==> config.mk <==
export PLATFORM = sky130hd
export DESIGN_NAME = fifo_word_packer
export DESIGN_NICKNAME = d
export VERILOG_FILES = /design/src/rtl/fifo_word_packer.sv
export SDC_FILE = /design/constraint.sdc
export NUM_CORES = 1
export LEC_CHECK = 0
export ABC_AREA = 1
export BUFFER_PORTS_ARGS = -buffer_cell sky130_fd_sc_hd__buf_2
export CAP_MARGIN = 15
export CORE_UTILIZATION = 56
export CTS_CLUSTER_SIZE = 12
export DETAILED_ROUTE_END_ITERATION = 10
export MAX_ROUTING_LAYER = met4
export PLACE_DENSITY = 0.76
export SETUP_SLACK_MARGIN = 0.02
export SLEW_MARGIN = 0
export SYNTH_ARGS = -nofsm -noshare
export SYNTH_HDL_FRONTEND = slang
export SYNTH_SLANG_ARGS = --single-unit
==> constraint.sdc <==
create_clock -name i_clk -period 2.1 [get_ports i_clk]
set_input_delay 0.21 -clock i_clk [delete_from_list [all_inputs] [get_ports i_clk]]
set_output_delay 0.21 -clock i_clk [all_outputs]
set_load 0.02 [all_outputs]
==> src/rtl/fifo_word_packer.sv <==
// ---------------------------------------------------------------------------
// fifo_word_packer
//
// Read-side consumer for the byte FIFO. Pops DATA_W-bit entries through the
// FIFO's read_en/empty/data_out interface and packs them little-endian into
// DATA_W*BYTES-bit words. Words go downstream on a valid/ready handshake.
// A flush request emits the pending partial word together with its byte
// count.
//
// Ports:
//   i_clk          system clock, rising edge
//   i_rst_n        asynchronous active-low reset
//   i_empty        FIFO empty flag
//   i_data_out     FIFO read data, valid one cycle after o_read_en
//   o_read_en      FIFO pop request
//   i_flush        single-cycle request to emit the pending partial word
//   o_word_data    packed word, byte 0 (oldest) in the lowest lane
//   o_word_bytes   number of valid bytes in o_word_data (1..BYTES)
//   o_word_valid   output word available
//   i_word_ready   downstream accepts the word
//   o_busy         assembly non-empty, read in flight, or word pending
// ---------------------------------------------------------------------------
module fifo_word_packer #(
  parameter int DATA_W = 8,
  parameter int BYTES  = 4,
  parameter int CNT_W  = 3
) (
  input  logic                    i_clk,
  input  logic                    i_rst_n,
  input  logic                    i_empty,
  input  logic [DATA_W-1:0]       i_data_out,
  output logic                    o_read_en,
  input  logic                    i_flush,
  output logic [DATA_W*BYTES-1:0] o_word_data,
  output logic [CNT_W-1:0]        o_word_bytes,
  output logic                    o_word_valid,
  input  logic                    i_word_ready,
  output logic                    o_busy
);

  localparam int                 WORD_W   = DATA_W * BYTES;
  localparam logic [CNT_W-1:0]   FULL_CNT = CNT_W'(BYTES);

  // Assembly register and bookkeeping
  logic [WORD_W-1:0] r_asm;
  logic [CNT_W-1:0]  r_acnt;
  logic              r_rpend;
  logic              r_fpend;

  // Output register
  logic [WORD_W-1:0] r_word;
  logic [CNT_W-1:0]  r_bytes;
  logic              r_valid;

  logic [WORD_W-1:0] w_merged;
  logic [CNT_W-1:0]  w_cntSum;
  logic              w_full;
  logic              w_outFree;
  logic              w_flushCond;
  logic              w_flushNone;
  logic              w_xfer;
  logic              w_room;

  // w_merged is the assembly with the byte that lands this cycle already
  // placed in lane r_acnt. Loading the output register from the merged view
  // lets the 4th byte go straight into the word on its capture cycle, which
  // keeps the pipeline at one byte per cycle across word boundaries.
  always_comb begin
    w_merged = r_asm;
    for (int i = 0; i < BYTES; i++) begin
      if (r_rpend && (r_acnt == CNT_W'(i))) begin
        w_merged[i*DATA_W +: DATA_W] = i_data_out;
      end
    end
  end

  // w_cntSum counts bytes held plus the byte landing this cycle; it can
  // never exceed BYTES because reads are only issued while there is room.
  assign w_cntSum    = r_acnt + {{(CNT_W-1){1'b0}}, r_rpend};
  assign w_full      = (w_cntSum == FULL_CNT);
  assign w_outFree   = !r_valid || i_word_ready;

  // A partial word is only emitted once the FIFO is dry and nothing is in
  // flight, so a flush never cuts a word short while data is still arriving.
  assign w_flushCond = r_fpend && i_empty && !r_rpend && (r_acnt != '0);
  assign w_flushNone = r_fpend && i_empty && !r_rpend && (r_acnt == '0);

  assign w_xfer      = (w_full || w_flushCond) && w_outFree;

  // On a transfer cycle the assembly empties, so a new read may be issued
  // even though the byte count looks full; otherwise a read needs a free
  // lane that is not already claimed by an in-flight byte.
  assign w_room      = w_xfer ? 1'b1 : (w_cntSum < FULL_CNT);

  // Gated by reset so no pop is requested while the block is held in reset.
  assign o_read_en   = i_rst_n && !i_empty && w_room;

  assign o_word_data  = r_word;
  assign o_word_bytes = r_bytes;
  assign o_word_valid = r_valid;
  assign o_busy       = (r_acnt != '0) || r_rpend || r_valid;

  // Datapath and control state. A transfer moves the merged assembly into the
  // output register and restarts assembly at lane 0; without a transfer the
  // landing byte is folded into the assembly and the output register only
  // drops valid once its word is accepted.
  always_ff @(posedge i_clk or negedge i_rst_n) begin
    if (!i_rst_n) begin
      r_asm   <= '0;
      r_acnt  <= '0;
      r_rpend <= 1'b0;
      r_fpend <= 1'b0;
      r_word  <= '0;
      r_bytes <= '0;
      r_valid <= 1'b0;
    end else begin
      if (w_xfer) begin
        r_word  <= w_merged;
        r_bytes <= w_cntSum;
        r_valid <= 1'b1;
        r_asm   <= '0;
        r_acnt  <= '0;
      end else begin
        if (r_valid && i_word_ready) begin
          r_valid <= 1'b0;
        end
        if (r_rpend) begin
          r_asm  <= w_merged;
          r_acnt <= w_cntSum;
        end
      end

      r_rpend <= o_read_en;

      // A new request always wins; otherwise the pending flush retires when
      // its partial word is handed over or when there turns out to be
      // nothing to flush.
      if (i_flush) begin
        r_fpend <= 1'b1;
      end else if ((w_flushCond && w_outFree) || w_flushNone) begin
        r_fpend <= 1'b0;
      end
    end
  end

endmodule

# After elaboration in Yosys (flattened, before gate mapping)

Index checks and enable logic that the tools add are counted.

Memories: 0
Memory bits (read-only): 0
Word-level logic and storage cells: 52
Memory bits (writable): 0
Bits in latches: 0
Flip-flop bits (word level): 73

Multiplexer cells: 13
Magnitude comparators: 1
Add/subtract/negate cells: 1
Shift operators: 0
Multipliers: 0
Div/mod/pow operators: 0
Equal/unequal tests: 4
Reductions and logical operators: 26
Bitwise gates (word level): 0

Operator list:

| cell                 | number |
|---|---|
| $mux W32             | 2 |
| $mux W8              | 4 |
| $logic_and A1 B1 Y1  | 13 |
| $eq A3 B2 Y1 const B | 2 |
| $mux W3              | 2 |
| $reduce_bool A2 Y1   | 3 |
| $logic_or A1 B1 Y1   | 5 |
| $mux W1              | 5 |
| $add A3 B1 Y3        | 1 |
| $eq A3 B1 Y1 const B | 1 |
| $eq A3 B3 Y1 const B | 1 |
| $logic_not A1 Y1     | 3 |
| $logic_not A3 Y1     | 1 |
| $lt A3 B3 Y1 const B | 1 |
| $reduce_bool A3 Y1   | 1 |

# Longest topological paths before layout

Depth in word-level cells: 7
Mapped depth: 10
Depth with buffers taken out: 9

# Worst setup path after synthesis

No wires, ideal clock.

Path type: flip-flop to output port
Start: register r_acnt[0]
End: output o_read_en
Path buffers: 1
Arrival time: 1.749 ns
Stages on the path, launching flop included: 9
Path slack: 0.141 ns
Path through: dfrtp_1 -> ha_1 -> ha_1 -> nor2_1 -> nand3_2 -> nand2_4 -> nand2_4 -> buf_4 -> a21oi_2

Cells in the longest elaborated chain, start to end: 6
Elaborated cells on any way between the ends: 9

RTL lines:

| what                                                 | RTL line | source |
|---|---|---|
| start, declared                                      | 46       | `logic [CNT_W-1:0] r_acnt;` |
| start signal, assigned                               | 129      | `r_acnt <= w_cntSum;` |
| $add A3 B1 Y3 *                                      | 79       | `assign w_cntSum = r_acnt + {{(CNT_W-1){1'b0}}, r_rpend};` |
| named net w_cntSum[1]                                | 56       | `logic [CNT_W-1:0] w_cntSum;` |
| branches (longest 3 deep; another with $lt A3 B3 Y1) | --       |  |
| $mux W1 *                                            | 93       | `assign w_room = w_xfer ? 1'b1 : (w_cntSum < FULL_CNT);` |
| $logic_and A1 B1 Y1 *                                | 96       | `assign o_read_en = i_rst_n && !i_empty && w_room;` |
| end, declared                                        | 32       | `output logic o_read_en,` |

Mark *: on every way through the listed nets, which the timed path passes.

# Final worst setup path

Start: register r_rpend
End: output o_read_en

Elaborated cells on any way between the ends: 10

RTL lines:

| what                                                 | RTL line | source |
|---|---|---|
| start, declared                                      | 47       | `logic r_rpend;` |
| start signal, assigned                               | 133      | `r_rpend <= o_read_en;` |
| $add A3 B1 Y3 *                                      | 79       |  |
| named net w_cntSum[1]                                | 56       |  |
| branches (longest 3 deep; another with $lt A3 B3 Y1) | --       |  |
| $mux W1 *                                            | 93       |  |
| $logic_and A1 B1 Y1 *                                | 96       |  |

Marked as above.

==> results.sh <==
export IMPL_status="finished, final reports clean"
export IMPL_synth_area_mm2=0.00327
export IMPL_rsz0062_at_grt="true"
export IMPL_htree_levels=3
export IMPL_syn_inst=389
export IMPL_synth_distinct_cells=24
export IMPL_final_common_cell="nand2_1"
export IMPL_area_delta_synth_final_pct=17.5
export IMPL_synth_seq_cells=73
export IMPL_combinationalPowerShare_pct=39.9
export IMPL_cts_sinks=73
export IMPL_vias_per_cell=5.14
export IMPL_finClkSkew_ps=7.29
export IMPL_tns_ps=0
export IMPL_io_buffers=50
export IMPL_hold_path_class="primary input to flop"
export IMPL_hold_viol_final=0
export IMPL_yosysWarnings=0
export IMPL_syn_avg_cell_area_um2=8.41
export IMPL_root_buffer="clkbuf_8"
export IMPL_die_y_um=78.5
export IMPL_period_minus_slack_ps=2000
export IMPL_ios=51
export IMPL_diodes=0
export IMPL_ir_drop_mv=0.931
export IMPL_cpMostUsedCell="nand2_4"
export IMPL_core_mm2=0.00557
export IMPL_arrival_ps=1790
export IMPL_worst_path_buf_inv=1
export IMPL_drive_gt1_share_pct=20.2
export IMPL_report_final_slew_viol_count=0
export IMPL_drc=0
export IMPL_n_fill_cell=459
export IMPL_p_sw_mw=2.27
export IMPL_drtPass1Iterations=4
export IMPL_synth_nets=404
export IMPL_clk_pin_slew_ps=80
export IMPL_critPathRequiredTime_ps=1890
export IMPL_routed_wl_um=7230
export IMPL_maxClockFrequency_mhz=500
export IMPL_whs_ps=30.3
export IMPL_grt_ovfl_total=0
export IMPL_grt_usage_pct=26.6
export IMPL_crit_chain="ha_2, ha_4, nor2_2, nand3_2, nand2_4, nand2_4, a21oi_4, buf_6"
export IMPL_switching_share_pct=39.8
export IMPL_dieArea_mm2=0.00615
export IMPL_mostFrequentLayoutCells="nand2_1 (161), dfrtp_1 (73), nand3_1 (61), buf_2 (49), inv_1 (22)"
export IMPL_initial_core_util_pct=58.7
export IMPL_grt_max_degree=74
export IMPL_worst_path_max_delay_cell="dfrtp_1"
export IMPL_vias=2665
export IMPL_tightest_slew_ps=887
export IMPL_cts_tree="built"
export IMPL_grt_pass1_wl_um=11800
export IMPL_p_leak_nw=2.29
export IMPL_slew_headroom_pct=40.9
export IMPL_critical_path_endpoint_type="primary output"
export IMPL_clkPwrFrac_pct=21.9
export IMPL_max_stage_delay_ps=410
export IMPL_place_gp_congestion=0.881
export IMPL_antenna_left=0
export IMPL_crit_family="adder cells"
export IMPL_drv_cap=0
export IMPL_power_density_mw_per_mm2=1480
export IMPL_p_int_mw=3.43
export IMPL_wl_per_cell_um=14.0
export IMPL_crit_path_max_fanout=3
export IMPL_post_route_period_util_pct=95.3
export IMPL_die_x_um=78.5
export IMPL_worstSetupPathType="flop to primary output"
export IMPL_fin_util_pct=69.0
export IMPL_yosysSeqAreaShare_pct=55.8
export IMPL_dp_hpwl_um=4650
export IMPL_power_frac_seq_pct=38.2
export IMPL_critPathLaunchType="flop"
export IMPL_numCtsBuffers=9
export IMPL_placementRows=27
export IMPL_layout_nets=456
export IMPL_drt_iter0_markers=199
export IMPL_clockBufferDepth=2
export IMPL_ctsHoldBuffers=0
export IMPL_antenna_found_initial=0
export IMPL_clock_latency_ps=350
export IMPL_grt_pass1_vias=2496
export IMPL_setup_viol=0
[final timing paths]
path	from	to	slack, ps	cells after the start
min in group asynchronous	i_rst_n	o_word_data[14]$_DFFE_PN0P_	110	2
worst max register to register	r_rpend$_DFF_PN0_	o_word_data[16]$_DFFE_PN0P_	230	9
worst min register to register	o_word_bytes[0]$_DFFE_PN0P_	o_word_bytes[0]$_DFFE_PN0P_	470	2
worst max-delay path	r_rpend$_DFF_PN0_	o_read_en	100	8
max in group asynchronous	i_rst_n	r_asm[4]$_DFFE_PN0P_	1430	2
worst min-delay path	i_flush	r_fpend$_DFFE_PN0P_	30	2
[metrics by stage]
stage | area, um2 | setup WS (ps) | power [mW] | cells
2_1_floorplan | 3270 | 141 | 3.78 | 389
6_report | 3850 | 99.2 | 5.70 | 518
3_3_place_gp | 3580 | 247 | 4.36 | 501
4_1_cts | 3840 | 42.9 | 5.73 | 518
3_5_place_dp | 3580 | 196 | 4.44 | 501
5_1_grt | 3850 | 12.5 | 6.10 | 518
[worst register-to-register path, delay by kind of cell (launching register included)]
| kind | cells | cell delay, ps |
|---|---|---|
| adders and majority gates | 2 | 420 |
| buffers and inverters | 2 | 480 |
| DFF | 1 | 410 |
| and+or+nand+nor | 5 | 500 |
[power groups by stage]
stage                     Clock [mW]  Sequential (mW)  Combinational [mW]
after floorplan                    0             2.58                1.20
after global placement             0             2.18                2.19
after detailed placement           0             2.20                2.24
after CTS                       1.27             2.18                2.28
after global routing            1.33             2.24                2.53
final                           1.25             2.18                2.28
[synth_stat cells]
library cell | n | share of area [%]
dfrtp_1 | 73 | 56
nand4_1 | 10 | 1.9
inv_1 | 22 | 2.5
ha_1 | 2 | 0.76
a21o_1 | 1 | 0.23
nand2_2 | 2 | 0.38
buf_1 | 1 | 0.11
buf_4 | 4 | 0.92
a22oi_1 | 1 | 0.23
mux2i_1 | 1 | 0.31
nand3_2 | 1 | 0.31
nor2_2 | 1 | 0.19
clkbuf_1 | 4 | 0.46
a21oi_1 | 1 | 0.15
nand2_1 | 161 | 18
inv_2 | 2 | 0.23
buf_6 | 1 | 0.34
a21oi_2 | 1 | 0.27
nand3_1 | 61 | 9.3
buf_2 | 10 | 1.5
nand2_4 | 2 | 0.69
nor2_1 | 8 | 0.92
nor2_4 | 2 | 0.69
and2_1 | 17 | 3.2
[area by class of cell]
| cell class | count | area (um2) | area share, % |
|---|---|---|---|
| clock buffers | 12 | 155 | 4.03 |
| flip-flops and latches | 73 | 1830 | 47.5 |
| inverters | 24 | 90.1 | 2.34 |
| repair buffers | 61 | 339 | 8.81 |
| multi-input cells | 272 | 1270 | 33.0 |
| clock inverters | 4 | 75.1 | 1.95 |
| well taps | 72 | 90.1 | 2.34 |
[state kept, by name, indices dropped and copies added, names as in the netlist]
register	flops
o_word_valid	1
r_acnt	3
r_rpend	1
r_asm	32
o_word_data	32
r_fpend	1
o_word_bytes	3
[per-layer routing]
layer	global-route usage [%]	up-vias	part of all wire [%]
li1	-	1329	-
met1	32.7	1229	44
met2	40.6	87	47
met3	6.74	20	6.9
met4	14.1	0	2.6
met5	-	-	0
[timing repair]
action	4_1_cts	5_1_grt
pin swaps	2	0
setup buffers	1	0
setup endpoints to repair	1	1
gates resized for setup	4	2
[cells by family after synthesis]
group,Yosys count,synth area share [%]
AO/OA/AOI/OAI,4,0.879
adder cells (fa/ha/maj),2,0.764
buffers and inverters,44,6.12
flip-flops,73,55.8
multiplexers,1,0.306
AND/OR/NAND/NOR,265,36.1
Power figures use the tool's default switching activity.
